$ cat config.mk
export PLATFORM = sky130hd
export DESIGN_NAME = gray_code_counter_flat
export DESIGN_NICKNAME = d
export VERILOG_FILES = /design/src/rtl/gray_code_counter_if.sv /design/src/rtl/gray_code_counter.sv /design/src/flat_wrapper.sv
export SDC_FILE = /design/constraint.sdc
export NUM_CORES = 1
export LEC_CHECK = 0
export CAP_MARGIN = 20
export CORE_AREA = 5 5 47 49
export CTS_CLUSTER_SIZE = 24
export DETAILED_ROUTE_END_ITERATION = 10
export DIE_AREA = 0 0 52 54
export GPL_TIMING_DRIVEN = 0
export PLACE_DENSITY = 0.74
export SLEW_MARGIN = 20
export SYNTH_ARGS = -nofsm -noshare
export SYNTH_HDL_FRONTEND = slang
export SYNTH_SLANG_ARGS = --single-unit
$ cat constraint.sdc
create_clock -name clk -period 2.52 [get_ports clk]
set_input_delay 0.63 -clock clk [delete_from_list [all_inputs] [get_ports clk]]
set_output_delay 0.63 -clock clk [all_outputs]
set_load 0.02 [all_outputs]
$ cat src/rtl/gray_code_counter_if.sv
// Control and status bundle for gray_code_counter. The master drives the controls and the slave drives the counts.
// step_err is present only when GRAY_STEP_CHECK_EN is defined.
interface gray_code_counter_if #(
    parameter int WIDTH = 4
);
    logic             en;
    logic             up_dn;
    logic             load;
    logic [WIDTH-1:0] load_val;
    logic [WIDTH-1:0] bin_out;
    logic [WIDTH-1:0] gray_out;
    logic             wrap;
    logic [WIDTH-1:0] dec_out;
    logic             dec_ok;
`ifdef GRAY_STEP_CHECK_EN
    logic             step_err;
`endif

    modport master (
        output en, up_dn, load, load_val,
`ifdef GRAY_STEP_CHECK_EN
        input  step_err,
`endif
        input  bin_out, gray_out, wrap, dec_out, dec_ok
    );

    modport slave (
        input  en, up_dn, load, load_val,
`ifdef GRAY_STEP_CHECK_EN
        output step_err,
`endif
        output bin_out, gray_out, wrap, dec_out, dec_ok
    );
endinterface

$ cat src/rtl/gray_code_counter.sv
// WIDTH-bit up/down binary counter with a registered Gray copy and a registered Gray-to-binary readback.
// Define GRAY_STEP_CHECK_EN to add a sticky step_err flag that catches Gray steps changing other than one bit.
module gray_code_counter #(
    parameter int WIDTH   = 4,
    parameter int RST_VAL = 0
) (
    input  logic               clk,
    input  logic               rst,
    gray_code_counter_if.slave bus
);
    localparam logic [WIDTH-1:0] RST_BIN  = RST_VAL[WIDTH-1:0];
    localparam logic [WIDTH-1:0] RST_GRAY = RST_BIN ^ (RST_BIN >> 1);
    localparam logic [WIDTH-1:0] ONE      = {{(WIDTH-1){1'b0}}, 1'b1};

    logic [WIDTH-1:0] bin_q, gray_q, dec_q;
    logic [WIDTH-1:0] bin_nxt, gray_nxt, dec_c;
    logic             wrap_q, wrap_nxt, cnt_nxt, dec_ok_q;

    // Next binary value: load wins over count, hold otherwise
    always_comb begin
        bin_nxt  = bin_q;
        wrap_nxt = 1'b0;
        cnt_nxt  = 1'b0;
        if (bus.load) begin
            bin_nxt = bus.load_val;
        end else if (bus.en) begin
            cnt_nxt = 1'b1;
            if (bus.up_dn) begin
                bin_nxt  = bin_q + ONE;
                wrap_nxt = &bin_q;
            end else begin
                bin_nxt  = bin_q - ONE;
                wrap_nxt = ~|bin_q;
            end
        end
    end

    // Gray is derived from the next binary value so both registers move on the same edge
    assign gray_nxt = bin_nxt ^ (bin_nxt >> 1);

    // Each binary bit is the XOR of all Gray bits at or above it; written flat to avoid a comb chain
    for (genvar i = 0; i < WIDTH; i++) begin : g_dec
        assign dec_c[i] = ^gray_q[WIDTH-1:i];
    end

    always_ff @(posedge clk) begin
        if (rst) begin
            bin_q    <= RST_BIN;
            gray_q   <= RST_GRAY;
            wrap_q   <= 1'b0;
            dec_q    <= RST_BIN;
            dec_ok_q <= 1'b1;
        end else begin
            bin_q    <= bin_nxt;
            gray_q   <= gray_nxt;
            wrap_q   <= wrap_nxt;
            dec_q    <= dec_c;
            dec_ok_q <= (dec_c == bin_q);
        end
    end

`ifdef GRAY_STEP_CHECK_EN
    logic [WIDTH-1:0] gray_prev_q;
    logic             cnt_q, step_err_q;

    // cnt_q marks that the last edge was a count, so gray_prev_q -> gray_q must be a one-bit step
    always_ff @(posedge clk) begin
        if (rst) begin
            gray_prev_q <= RST_GRAY;
            cnt_q       <= 1'b0;
            step_err_q  <= 1'b0;
        end else begin
            gray_prev_q <= gray_q;
            cnt_q       <= cnt_nxt;
            if (cnt_q && ($countones(gray_prev_q ^ gray_q) != 1))
                step_err_q <= 1'b1;
        end
    end

    assign bus.step_err = step_err_q;
`else
    logic unused_cnt;
    assign unused_cnt = cnt_nxt;
`endif

    assign bus.bin_out  = bin_q;
    assign bus.gray_out = gray_q;
    assign bus.wrap     = wrap_q;
    assign bus.dec_out  = dec_q;
    assign bus.dec_ok   = dec_ok_q;
endmodule

$ cat src/flat_wrapper.sv
// flat-port wrapper written by rule: the top's interface ports become plain ports
module gray_code_counter_flat 
#(
    parameter int WIDTH   = 4,
    parameter int RST_VAL = 0
)
  (clk, rst, bus_en, bus_up_dn, bus_load, bus_load_val, bus_bin_out, bus_gray_out, bus_wrap, bus_dec_out, bus_dec_ok);
  gray_code_counter_if #(.WIDTH(WIDTH)) bus_i ();
  input  logic clk;
  input  logic rst;
  input wire logic [$bits(bus_i.en)-1:0] bus_en;
  input wire logic [$bits(bus_i.up_dn)-1:0] bus_up_dn;
  input wire logic [$bits(bus_i.load)-1:0] bus_load;
  input wire logic [$bits(bus_i.load_val)-1:0] bus_load_val;
  output wire logic [$bits(bus_i.bin_out)-1:0] bus_bin_out;
  output wire logic [$bits(bus_i.gray_out)-1:0] bus_gray_out;
  output wire logic [$bits(bus_i.wrap)-1:0] bus_wrap;
  output wire logic [$bits(bus_i.dec_out)-1:0] bus_dec_out;
  output wire logic [$bits(bus_i.dec_ok)-1:0] bus_dec_ok;
  assign bus_i.en = bus_en;
  assign bus_i.up_dn = bus_up_dn;
  assign bus_i.load = bus_load;
  assign bus_i.load_val = bus_load_val;
  assign bus_bin_out = bus_i.bin_out;
  assign bus_gray_out = bus_i.gray_out;
  assign bus_wrap = bus_i.wrap;
  assign bus_dec_out = bus_i.dec_out;
  assign bus_dec_ok = bus_i.dec_ok;
  gray_code_counter #(.WIDTH(WIDTH), .RST_VAL(RST_VAL)) u_core (.clk(clk), .rst(rst), .bus(bus_i));
endmodule
==> run summary <==
status: complete, no violations
syn avg cell area: 9.10 sq um
vias in the first global route: 615
drt first pass iters: 4
Syn Nets: 93
CP Capture Type: flip-flop
total negative setup slack: 0 ns
Worst Path Max Fanout: 8
initial antenna violation count: 0
FMAX: 424 MHz
Synth Instances: 81
peak supply drop: 0.419 mV
num rows: 16
all-layer global routing usage: 12.4%
clock buffer depth: 2
CTS tree: built
final worst path period share: 93.6%
via count of the routed design: 629
root buf cell: clkbuf_4
Post-Place Setup Slack: -0.240 ns
Area Overhead vs Synth: 37.4%
DRT Wirelength: 1510 um
Arrival @ worst endpoint: 2.56 ns
FF-to-FF path depth: 6
hold-critical path depth: 2
Nets: 119
CTS Sinks: 13
wire length of the first global-routing pass: 2540 um
most common cell after layout, fill and taps aside: clkdlybuf4s50_1
Clock transition at path regs: 0.07 ns
Seq/Total Area, Yosys: 35.3%
minimum clock period: 2.36 ns
DRC viols: 0
wire length per cell: 11.3 um
Synth cell types: 34
CTS Buf Count: 3
Die Wd: 52 um
required time of the critical path: 2.72 ns
Die Footprint: 2810 sq um
IO Count: 23
Initial Utilization: 40.5%
Power Total: 0.591 mW
die height: 54 um
Reg2Reg Setup Slack: 0.58 ns
Synth warnings: 0
antenna cell count: 0
layout cells sized above 1: 10.4%
Clk Latency, worst-skew pair: 0.27 ns
H-tree Lvls: 1
Slew @ Worst Pin: 0.405 ns
clock skew: 0.00505 ns
Synth Cell Area: 737 sq um
DP Area: 981 sq um
IO Port Bufs: 21
Max-Cap Viols: 0
post-route cell area: 1010 sq um
Worst Hold Class: reg2reg
final worst slack: 0.161 ns
RSZ-0062 raised after global routing: no
most frequent cells in the layout: clkdlybuf4s50_1, dfxtp_1, nor2_1, inv_1, xor2_1
largest net degree at the start of global routing: 11
final setup vio count: 0
flops & latches, synth: 13
DRT antenna net count: 0
GRT overflow: 0
core area: 1820 sq um
routability congestion estimate: 0.721
leak pwr: 0.419 nW
WHS: 0.567 ns
Pins Over Slew Limit: 0
Pwr per Cell Area: 584 nW/um^2
DRT iter0 DRCs: 12
hpwl dp: 1220 um
Worst slew margin: 73.0%
Startpoint Class: input pin
Post-CTS Hold Fix Bufs: 0
Final Hold Fails: 0
Crit Path Class: in2reg
DR vias/cell: 4.73
==> power by group <==
group	switching (mW)	internal (mW)
registers	0.0158	0.231
clock network	0.0600	0.0614
logic	0.109	0.114
total	0.184	0.407
==> cell families after synthesis <==
| kind of cell | synth area share [%] |
|---|---|
| AO/OA/AOI/OAI | 10.4 |
| XOR/XNOR | 8.32 |
| adder cells (fa/ha/maj) | 6.11 |
| buffers and inverters | 8.32 |
| flip-flops | 35.3 |
| multiplexers | 5.77 |
| AND/OR/NAND/NOR | 25.8 |
==> layout make-up <==
cell class	count	area, sq um
fillers	171	810
plain buffers	7	46.3
inverters	4	15.0
multi-input cells	57	420
flip-flops and latches	13	260
clock buffers	4	26.3
repair buffers	21	210
well taps	27	33.8
==> cell usage after synthesis, drive strengths merged <==
master	number	area share [%]
nand3b	2	2.0
o31ai	1	1.0
buf	4	4.6
or4	1	1.0
a21oi	2	1.4
nor3b	2	2.0
and2	1	0.85
a2bb2oi	1	1.2
o21ai	1	0.68
ha	2	3.4
inv	4	2.0
nand3	2	1.4
nor4bb	1	1.4
nor3	3	2.0
fa	1	2.7
or4b	1	1.4
clkbuf	3	1.7
dfxtp	13	35
a221oi	1	2.0
or2	1	0.85
o22ai	1	0.85
nand2	3	1.5
mux4	1	3.1
nor2	9	4.6
nand2b	2	1.7
nor2b	3	2.5
mux2i	2	2.7
a21o	2	2.0
xor2	4	4.8
and3	3	2.5
xnor2	3	3.6
a211o	1	1.2
==> metal layers <==
metal  track usage, %  vias up  wire, um
li1                 -      323         -
met1             11.8      280       598
met2             23.2       22       789
met3             5.26        4        90
met4             5.24        0        29
met5                0        -         0
==> flip-flops by register name, indices dropped and copies added, names as in the netlist <==
name	count
u_core.bus.gray_out	4
u_core.bus.dec_out	4
u_core.bus.dec_ok	1
u_core.bus.bin_out	3
u_core.bus.wrap	1
==> path summary, 6_finish.rpt <==
kind / start / end
hold reg to reg: u_core.bus.gray_out[0] / u_core.bus.dec_out[0]
setup / recovery: bus_up_dn / u_core.bus.gray_out[2]
hold / removal: u_core.bus.gray_out[0] / u_core.bus.dec_out[0]
setup reg to reg: u_core.bus.bin_out[1] / u_core.bus.gray_out[1]
==> metrics by stage <==
| step | instances | util (%) |
|---|---|---|
| floorplan | 81 | - |
| global placement | 129 | 53.8 |
| detailed placement | 129 | 53.8 |
| CTS | 133 | 55.3 |
| global route | 133 | 55.6 |
| finish | 133 | 55.6 |
==> repair_timing <==
item                       4_1_cts  5_1_grt
setup endpoints to repair        0        2
hold endpoints to repair         0        0
buffers inserted                 0        0
resized for setup                0        1
==> critical path: stages <==
cell	delay, ns
clkdlybuf4s50_1	0.61
inv_1	0.10
ha_1	0.36
a21oi_1	0.17
a2bb2oi_1	0.08
nor3_1	0.36
mux2i_1	0.24
Note: power is estimated with default switching activity, not from simulation.
